`src/rtl/uart_tx_arb_pkg.sv`:
```
// Shared types and constants for the UART transmit arbiter.
package uart_tx_arb_pkg;

  localparam int BYTE_W      = 8;
  localparam int NUM_REQ_MAX = 8;

  typedef enum logic [1:0] {
    ARB   = 2'd0,
    WRITE = 2'd1,
    GAP   = 2'd2
  } arb_state_e;

endpackage

```
`src/rtl/uart_tx_arbiter_if.sv`:
```
// Bundle of requester lanes and transmitter write-port signals around the arbiter.
// The slave modport is the arbiter's view; the master modport is the producer/transmitter side.
interface uart_tx_arbiter_if #(
  parameter int NUM_REQ = 4
);
  import uart_tx_arb_pkg::*;

  logic [NUM_REQ-1:0]        req_valid_i;
  logic [NUM_REQ*BYTE_W-1:0] req_data_i;
  logic [NUM_REQ-1:0]        req_last_i;
  logic [NUM_REQ-1:0]        req_ready_o;
  logic                      data_buffer_full_i;
  logic [BYTE_W-1:0]         data_o;
  logic                      data_write_o;
  logic [NUM_REQ-1:0]        grant_o;
  logic                      busy_o;

  modport slave (
    input  req_valid_i,
    input  req_data_i,
    input  req_last_i,
    input  data_buffer_full_i,
    output req_ready_o,
    output data_o,
    output data_write_o,
    output grant_o,
    output busy_o
  );

  modport master (
    output req_valid_i,
    output req_data_i,
    output req_last_i,
    output data_buffer_full_i,
    input  req_ready_o,
    input  data_o,
    input  data_write_o,
    input  grant_o,
    input  busy_o
  );

endinterface

```
`src/rtl/uart_tx_rr_pick.sv`:
```
// Combinational round-robin selector: first set bit of req_i at or after ptr_i, wrapping.
module uart_tx_rr_pick #(
  parameter int NUM_REQ = 4,
  parameter int PTR_W   = 2
) (
  input  logic [NUM_REQ-1:0] req_i,
  input  logic [PTR_W-1:0]   ptr_i,
  output logic [NUM_REQ-1:0] grant_o,
  output logic [PTR_W-1:0]   idx_o,
  output logic               valid_o
);

  logic [PTR_W:0]   cand;
  logic [PTR_W-1:0] sel;

  // Scan from the farthest offset back toward ptr so the closest requester is written last and wins
  always_comb begin
    grant_o = '0;
    idx_o   = '0;
    valid_o = 1'b0;
    cand    = '0;
    sel     = '0;
    for (int off = NUM_REQ - 1; off >= 0; off--) begin
      cand = {1'b0, ptr_i} + (PTR_W+1)'(off);
      if (cand >= (PTR_W+1)'(NUM_REQ)) begin
        cand = cand - (PTR_W+1)'(NUM_REQ);
      end
      sel = cand[PTR_W-1:0];
      if (req_i[sel]) begin
        grant_o      = '0;
        grant_o[sel] = 1'b1;
        idx_o        = sel;
        valid_o      = 1'b1;
      end
    end
  end

endmodule

```
`src/rtl/uart_tx_arbiter.sv`:
```
// Round-robin arbiter sharing one UART transmitter write port among NUM_REQ byte producers.
// Each accepted byte produces one write pulse, followed by a gap cycle so the transmitter's
// full flag can catch up before the next arbitration.
// Optional feature: define UART_TX_ARB_LOCK_EN to keep multi-byte packets contiguous.
// NUM_REQ is expected to lie in 2..NUM_REQ_MAX.
module uart_tx_arbiter
  import uart_tx_arb_pkg::*;
#(
  parameter int NUM_REQ = 4
) (
  input logic              clock,
  input logic              reset_i,
  uart_tx_arbiter_if.slave bus
);

  localparam int PTR_W = $clog2(NUM_REQ);

  localparam logic [1:0] ST_ARB   = ARB;
  localparam logic [1:0] ST_WRITE = WRITE;
  localparam logic [1:0] ST_GAP   = GAP;

  logic [1:0]         state_q, state_d;
  logic [PTR_W-1:0]   ptr_q, ptr_d;
  logic [BYTE_W-1:0]  data_q, data_d;
  logic [NUM_REQ-1:0] grant_q, grant_d;

  logic [NUM_REQ-1:0] eligible;
  logic [NUM_REQ-1:0] winOnehot;
  logic [PTR_W-1:0]   winIdx;
  logic               winValid;
  logic               accept;
  logic               winLast;
  logic [PTR_W-1:0]   ptrAfterWin;
  logic [BYTE_W-1:0]  laneData;
  logic               lockHeld;

`ifdef UART_TX_ARB_LOCK_EN
  logic lock_q, lock_d;

  assign lockHeld = lock_q;
  // While a packet is in progress only its owner (kept in grant_q) may compete
  assign eligible = lock_q ? (bus.req_valid_i & grant_q) : bus.req_valid_i;
`else
  assign lockHeld = 1'b0;
  assign eligible = bus.req_valid_i;
`endif

  uart_tx_rr_pick #(
    .NUM_REQ (NUM_REQ),
    .PTR_W   (PTR_W)
  ) u_pick (
    .req_i   (eligible),
    .ptr_i   (ptr_q),
    .grant_o (winOnehot),
    .idx_o   (winIdx),
    .valid_o (winValid)
  );

  // A byte is taken only while arbitrating, with room downstream, and never during reset
  assign accept      = (state_q == ST_ARB) && !reset_i && !bus.data_buffer_full_i && winValid;
  assign ptrAfterWin = (winIdx == PTR_W'(NUM_REQ - 1)) ? '0 : winIdx + 1'b1;
  assign winLast     = |(bus.req_last_i & winOnehot);

  // Steer the winning lane's byte using the one-hot winner, avoiding a variable part-select
  always_comb begin
    laneData = '0;
    for (int i = 0; i < NUM_REQ; i++) begin
      if (winOnehot[i]) begin
        laneData = laneData | bus.req_data_i[i*BYTE_W +: BYTE_W];
      end
    end
  end

  // Next-state logic for the ARB -> WRITE -> GAP cycle plus pointer, data, grant and lock
  always_comb begin
    state_d = state_q;
    ptr_d   = ptr_q;
    data_d  = data_q;
    grant_d = grant_q;
`ifdef UART_TX_ARB_LOCK_EN
    lock_d  = lock_q;
`endif
    case (state_q)
      ST_ARB: begin
        if (accept) begin
          data_d  = laneData;
          grant_d = winOnehot;
          state_d = ST_WRITE;
`ifdef UART_TX_ARB_LOCK_EN
          if (winLast) begin
            lock_d = 1'b0;
            ptr_d  = ptrAfterWin;
          end else begin
            lock_d = 1'b1;
          end
`else
          ptr_d   = ptrAfterWin;
`endif
        end
      end
      ST_WRITE: begin
        state_d = ST_GAP;
      end
      ST_GAP: begin
        state_d = ST_ARB;
        if (!lockHeld) begin
          grant_d = '0;
        end
      end
      default: begin
        state_d = ST_ARB;
      end
    endcase
  end

  // State registers with synchronous reset back to idle arbitration at lane 0
  always_ff @(posedge clock) begin
    if (reset_i) begin
      state_q <= ST_ARB;
      ptr_q   <= '0;
      data_q  <= '0;
      grant_q <= '0;
`ifdef UART_TX_ARB_LOCK_EN
      lock_q  <= 1'b0;
`endif
    end else begin
      state_q <= state_d;
      ptr_q   <= ptr_d;
      data_q  <= data_d;
      grant_q <= grant_d;
`ifdef UART_TX_ARB_LOCK_EN
      lock_q  <= lock_d;
`endif
    end
  end

  // Strobes are gated by reset so a byte sitting in WRITE is dropped rather than written
  assign bus.req_ready_o  = accept ? winOnehot : '0;
  assign bus.data_write_o = (state_q == ST_WRITE) && !reset_i;
  assign bus.data_o       = data_q;
  assign bus.grant_o      = grant_q;
  assign bus.busy_o       = (state_q != ST_ARB) || lockHeld;

  logic unusedWinLast;
  assign unusedWinLast = winLast;

endmodule

```
`src/flat_wrapper.sv`:
```
// flat-port wrapper written by rule: the top's interface ports become plain ports
module uart_tx_arbiter_flat import uart_tx_arb_pkg::*;
#(
  parameter int NUM_REQ = 4
)
  (clock, reset_i, bus_req_valid_i, bus_req_data_i, bus_req_last_i, bus_data_buffer_full_i, bus_req_ready_o, bus_data_o, bus_data_write_o, bus_grant_o, bus_busy_o);
  uart_tx_arbiter_if #(.NUM_REQ(NUM_REQ)) bus_i ();
  input logic clock;
  input logic reset_i;
  input wire logic [$bits(bus_i.req_valid_i)-1:0] bus_req_valid_i;
  input wire logic [$bits(bus_i.req_data_i)-1:0] bus_req_data_i;
  input wire logic [$bits(bus_i.req_last_i)-1:0] bus_req_last_i;
  input wire logic [$bits(bus_i.data_buffer_full_i)-1:0] bus_data_buffer_full_i;
  output wire logic [$bits(bus_i.req_ready_o)-1:0] bus_req_ready_o;
  output wire logic [$bits(bus_i.data_o)-1:0] bus_data_o;
  output wire logic [$bits(bus_i.data_write_o)-1:0] bus_data_write_o;
  output wire logic [$bits(bus_i.grant_o)-1:0] bus_grant_o;
  output wire logic [$bits(bus_i.busy_o)-1:0] bus_busy_o;
  assign bus_i.req_valid_i = bus_req_valid_i;
  assign bus_i.req_data_i = bus_req_data_i;
  assign bus_i.req_last_i = bus_req_last_i;
  assign bus_i.data_buffer_full_i = bus_data_buffer_full_i;
  assign bus_req_ready_o = bus_i.req_ready_o;
  assign bus_data_o = bus_i.data_o;
  assign bus_data_write_o = bus_i.data_write_o;
  assign bus_grant_o = bus_i.grant_o;
  assign bus_busy_o = bus_i.busy_o;
  uart_tx_arbiter #(.NUM_REQ(NUM_REQ)) u_core (.clock(clock), .reset_i(reset_i), .bus(bus_i));
endmodule
```
`config.mk`:
```
export PLATFORM = sky130hd
export DESIGN_NAME = uart_tx_arbiter_flat
export DESIGN_NICKNAME = d
export VERILOG_FILES = /design/src/rtl/uart_tx_arb_pkg.sv /design/src/rtl/uart_tx_arbiter_if.sv /design/src/rtl/uart_tx_rr_pick.sv /design/src/rtl/uart_tx_arbiter.sv /design/src/flat_wrapper.sv
export SDC_FILE = /design/constraint.sdc
export NUM_CORES = 1
export LEC_CHECK = 0
export CAP_MARGIN = 20
export CELL_PAD_IN_SITES_DETAIL_PLACEMENT = 1
export CELL_PAD_IN_SITES_GLOBAL_PLACEMENT = 2
export CORE_UTILIZATION = 24
export CTS_CLUSTER_SIZE = 8
export DETAILED_ROUTE_END_ITERATION = 10
export HOLD_SLACK_MARGIN = 0.05
export PLACE_DENSITY = 0.78
export SLEW_MARGIN = 20
export SYNTH_ARGS = -nofsm -noshare
export SYNTH_HDL_FRONTEND = slang
export SYNTH_HIERARCHICAL = 1
export SYNTH_SLANG_ARGS = --single-unit
```
`constraint.sdc`:
```
create_clock -name clock -period 3.7 [get_ports clock]
set_input_delay 0.74 -clock clock [delete_from_list [all_inputs] [get_ports clock]]
set_output_delay 0.74 -clock clock [all_outputs]
set_load 0.1 [all_outputs]
```
==> impl_results.md, run 1 <==
- Syn avg cell area: 8.49 um^2
- Syn Std Cell Area: 0.00146 mm^2
- Warnings from Yosys: 6
- Via count of the routed design: 1,516
- Share of layout cells above drive strength 1: 20.3%
- Slew headroom: 32.6%
- Crit path max fanout: 10
- Clock-pin slew on the worst setup and hold paths: 60 ps
- First-pass GRT wire length: 7780 um
- Fin Setup TNS: 0 ps
- Post-Syn Nets: 224
- Fin util: 37.2%
- Setup CP Type: in2out
- Final Hold Fails: 0
- Setup ws final: 148 ps
- Max Buffers Root-to-Sink: 2
- Part of the Yosys area used for sequential elements: 21.9%
- Critical Path Max Stage Delay: 610 ps
- Fraction of registers with async set/reset: 0%
- Flip-flop and latch count after synthesis: 16
- Sink Count: 16
- Crit share post-route: 96.0%
- Most frequent cell after synthesis: nor2_1
- Main flop type after synthesis: dfxtp_1
- DRC: 0
- Post-synth EDFFs: 0
- Post-synth top cells: nor2_1, nand2_1, dfxtp_1, ha_1
- Status: finished clean
- I/O Buffers: 56
- Post-CTS setup buffer count: 0
- Area grow syn2layout: 49.8%
- CTS Root Cell: clkbuf_8
- Final max-slew violation count: 0
- Pre-antenna DRT Iters: 4
- Initial antenna violation count: 0
- Post-Synthesis Cells: 172
- Req. time, crit path: 2960 ps
- Max Freq: 282 MHz
- Power Dens Cells: 405 mW/mm^2
- Post-Route WL: 4540 um
- Core box area: 0.00589 mm^2
- Main area contributors after synthesis: dfxtp_1, ha_1, nor2_1
- Clk_skew: 3.31 ps
- Hold Crit Class: reg2reg
- Die Y: 80 um
- Crit. End Element: output pin
- Startpoint Class: primary input
- H-tree Lvls: 1
- Leading area contributor after synthesis: dfxtp_1
- Std-Cell Rows: 28
- Slowest CP cell: clkdlybuf4s50_1
- Global Route Usage Sum: 15.6%
- Maximum VDD drop: 0.182 mV
- Synth top area share: 21.9%
- RSZ-0062 raised after global routing: no
- Final hold slack: 459 ps
- # setup viols final: 0
- Actual slew at the worst max-slew pin: 1010 ps
- Fin crit period: 3550 ps
- DP Worst Slack: 93.8 ps
- Nets@finish: 281
- Drt initial violations: 36
- Clock latency on the worst-skew pair: 250 ps
- Max-cap check violation count: 0
- Largest net degree at the start of global routing: 19
- Die X: 80 um
- Num CTS Buffers: 3
- Worst path cell trace: clkdlybuf4s50_1, mux4_2, nor2_1, nand3_1, a41oi_2, and2_1, buf_12
- Leak: 0.000789 uW
- Number of routed nets with antenna violations: 0
- CP Data Arrival Time: 2810 ps
- Vias in the first global route: 1,607
- Remaining Overflow, GRT: 0
- DP HPWL: 3650 um
- Die Footprint: 0.00640 mm^2
- Ports: 61
- Crit path buf inv count: 2
- Count of cell types in the netlist: 44
- Gpl congestion: 0.761
- TritonCTS clock tree: built
- Top Family by Delay on Critical Path: buffers and inverters
- Wire per inst: 15.0 um
- Initial Util: 24.8%
- Vias/cell: 5.02
- # diodes: 0
state kept, by name, summed over array words and instances (netlist names):
signal              count
u_core/bus.grant_o      4
u_core/ptr_q            2
u_core/state_q          2
u_core/bus.data_o       8
per-stage QoR:
stage / instances / area (um^2) / power (uW)
after global routing: 302 / 2190 / 941
after floorplan: 172 / 1470 / 595
after global placement: 299 / 2140 / 755
final: 302 / 2190 / 885
after CTS: 302 / 2180 / 896
after detailed placement: 299 / 2140 / 762
area by class of cell:
class                   instances  area, um^2
clock buffers                   3        41.3
fillers                       719        3700
inverters                       8        30.0
multi-input cells             134        1030
flip-flops and latches         16         320
well taps                      75        93.8
repair buffers                 66         673
logic make-up after synthesis:
family          Yosys count  synth area share, %
buf+inv                  22                 8.23
simple gates             61                 20.5
fa+ha+maj                 9                 7.71
flops                    16                 21.9
compound gates           54                 31.6
mux                      10                 10.0
layer usage:
metal / share of wire [%] / wire [um] / vias to the layer above / global-route usage [%]
met2: 46 / 2080 / 50 / 26.3
met3: 8.5 / 384 / 5 / 4.91
li1: - / - / 746 / -
met1: 45 / 2040 / 715 / 19.2
met4: 0.84 / 38 / 0 / 3.57
met5: 0 / 0 / - / 0
worst min-delay path, delay by kind of cell, from the launching register on:
family	cells	cell delay [ps]
AO/OA/AOI/OAI	1	50
flip-flops	1	310
AND/OR/NAND/NOR	1	50
placed cells by master (no fill, tap or decap), types with 2 or more instances in the layout:
cell type	instances
buf_4	11
o211ai_1	4
inv_1	8
dfxtp_1	16
ha_1	9
a221oi_1	6
a21oi_1	8
mux2_4	2
nand2b_1	2
and2_1	4
a22oi_1	8
nand2_1	18
clkbuf_8	3
a211oi_1	8
a41oi_2	4
clkdlybuf4s50_1	51
nor2_2	2
a221oi_2	3
nor3_1	2
mux2i_2	3
nor2_1	21
a31oi_1	4
buf_12	4
mux2_2	3
nand3_1	4
o221ai_1	2
power by group:
| group | internal (uW) | switching, uW |
|---|---|---|
| Combinational | 200 | 352 |
| Clock | 72.2 | 59.1 |
| Sequential | 192 | 10.0 |
final timing paths:
path	depth (start not counted)	from	to	slack, ps
hold reg to reg	2	u_core/bus.grant_o[2]	u_core/bus.grant_o[2]	460
setup reg to reg	8	u_core/ptr_q[1]	u_core/bus.data_o[1]	1140
setup / recovery	7	bus_req_valid_i[2]	bus_req_ready_o[0]	150
hold / removal	2	u_core/bus.grant_o[2]	u_core/bus.grant_o[2]	460
timing repair:
| action | 4_1_cts | 5_1_grt |
|---|---|---|
| gates resized for setup | 0 | 1 |
| endpoints found under the hold margin | 0 | 0 |
| hold buffers | 0 | 0 |
| setup endpoints to repair | 0 | 2 |
Note: power is estimated with default switching activity, not from simulation.
==> run 2: changes to the inputs <==
Settings changed: CORE_ASPECT_RATIO set to 1.5.
==> impl_results.md, run 2 (synthesis gave the netlist of run 1 again) <==
- Num CTS Buffers: 3
- Clk_skew: 2.04 ps
- Die X: 65.7 um
- # setup viols final: 0
- Max Buffers Root-to-Sink: 2
- Finished Layout Cells: 303
- Vias/cell: 5.02
- Most frequent cells in the layout: clkdlybuf4s50_1, nor2_1, nand2_1
- Final hold slack: 465 ps
- Final Hold Fails: 0
- Leak: 0.000810 uW
- Post-CTS Resized: 0
- Hold Crit Class: reg2reg
- Maximum VDD drop: 0.211 mV
- Slew headroom: 33.1%
- DP HPWL: 3630 um
- Initial antenna violation count: 0
- Via count of the routed design: 1,522
- Actual slew at the worst max-slew pin: 1000 ps
- Core box area: 0.00583 mm^2
- CP Data Arrival Time: 2810 ps
- Area grow syn2layout: 51.8%
- Number of routed nets with antenna violations: 0
- Max-cap check violation count: 0
- Std-Cell Rows: 34
- Clock-pin slew on the worst setup and hold paths: 60 ps
- Startpoint Class: primary input
- Setup CP Type: in2out
- Req. time, crit path: 2960 ps
- Power Dens Cells: 412 mW/mm^2
- Drt initial violations: 68
- Die Footprint: 0.00641 mm^2
- Vias in the first global route: 1,624
- I/O Buffers: 56
- Critical Path Max Stage Delay: 590 ps
- First-pass GRT wire length: 7800 um
- Sink Count: 16
- Fin crit period: 3550 ps
- Final max-slew violation count: 0
- Fin Setup TNS: 0 ps
- Slowest CP cell: clkdlybuf4s50_1
- Max Freq: 282 MHz
- Post-Route WL: 4590 um
- CTS Root Cell: clkbuf_8
- H-tree Lvls: 1
- Footprint of the multi-input gates: 0.00102 mm^2
- Most common cell after layout, fill and taps aside: clkdlybuf4s50_1
- Largest net degree at the start of global routing: 19
- # diodes: 0
- FF/Latch Area: 320 um^2
- Remaining Overflow, GRT: 0
- Status: finished clean
- Post-CTS Hold Fix Bufs: 0
- Die Y: 97.5 um
- Share of layout cells above drive strength 1: 21.2%
- Crit share post-route: 95.9%
- Clock latency on the worst-skew pair: 250 ps
- Global Route Usage Sum: 15.4%
- Fillers: 682
- Crit. End Element: output pin
- DRC: 0
- Pre-antenna DRT Iters: 4
- Ports: 61
- Initial Util: 25.1%
- Nets@finish: 284
- Worst path cell trace: clkdlybuf4s50_1, mux2_4, mux2i_1, o211ai_1, a41oi_2, and2_1, buf_12
- Crit path max fanout: 10
- Largest register FFs: 8
- TritonCTS clock tree: built
- Wire per inst: 15.2 um
- Placed Cells: 299
- RSZ-0062 raised after global routing: no
- Post-CTS setup buffer count: 0
- Gpl congestion: 0.755
-- run 2: power breakdown --
part	total, uW	internal, uW	switching, uW
Combinational	556	201	355
Clock	154	94.3	60.2
Sequential	203	192	10.8
Total	913	487	426
-- run 2: critical path: cells and delay by family --
| kind | cells | cell delay [ps] |
|---|---|---|
| compound gates | 2 | 400 |
| mux | 2 | 660 |
| simple gates | 1 | 220 |
| buf+inv | 2 | 780 |
-- run 2: path summary, 6_finish.rpt --
path	from	end	slack, ps	cells after the start
setup / recovery	bus_req_valid_i[2]	bus_req_ready_o[0]	150	7
hold / removal	u_core/bus.grant_o[0]	u_core/bus.grant_o[0]	460	2
setup reg to reg	u_core/ptr_q[1]	u_core/bus.data_o[2]	1130	8
hold reg to reg	u_core/bus.grant_o[0]	u_core/bus.grant_o[0]	460	2
-- run 2: area by class of cell --
| class | count | share of cell area (%) |
|---|---|---|
| inverters | 8 | 1.36 |
| clock buffers | 4 | 2.48 |
| flip-flops and latches | 16 | 14.5 |
| multi-input cells | 134 | 46.2 |
| repair buffers | 69 | 31.4 |
| well taps | 72 | 4.07 |
-- run 2: metal layers --
metal	up-vias	wire length, um	GRT usage [%]
met5	-	0	0
met4	0	36	3.51
met3	2	257	3.05
met2	49	2410	28.1
met1	719	1890	17.6
li1	752	-	-
-- run 2: stage by stage --
stage | util [%] | area, um^2 | setup WS [ps] | power [uW]
after floorplan | - | 1470 | 44.2 | 595
after global placement | 37.1 | 2160 | 163 | 765
after detailed placement | 37.1 | 2160 | 127 | 768
after CTS | 38.0 | 2220 | 132 | 929
after global routing | 38.0 | 2220 | 11.1 | 974
final | 38.0 | 2220 | 151 | 913
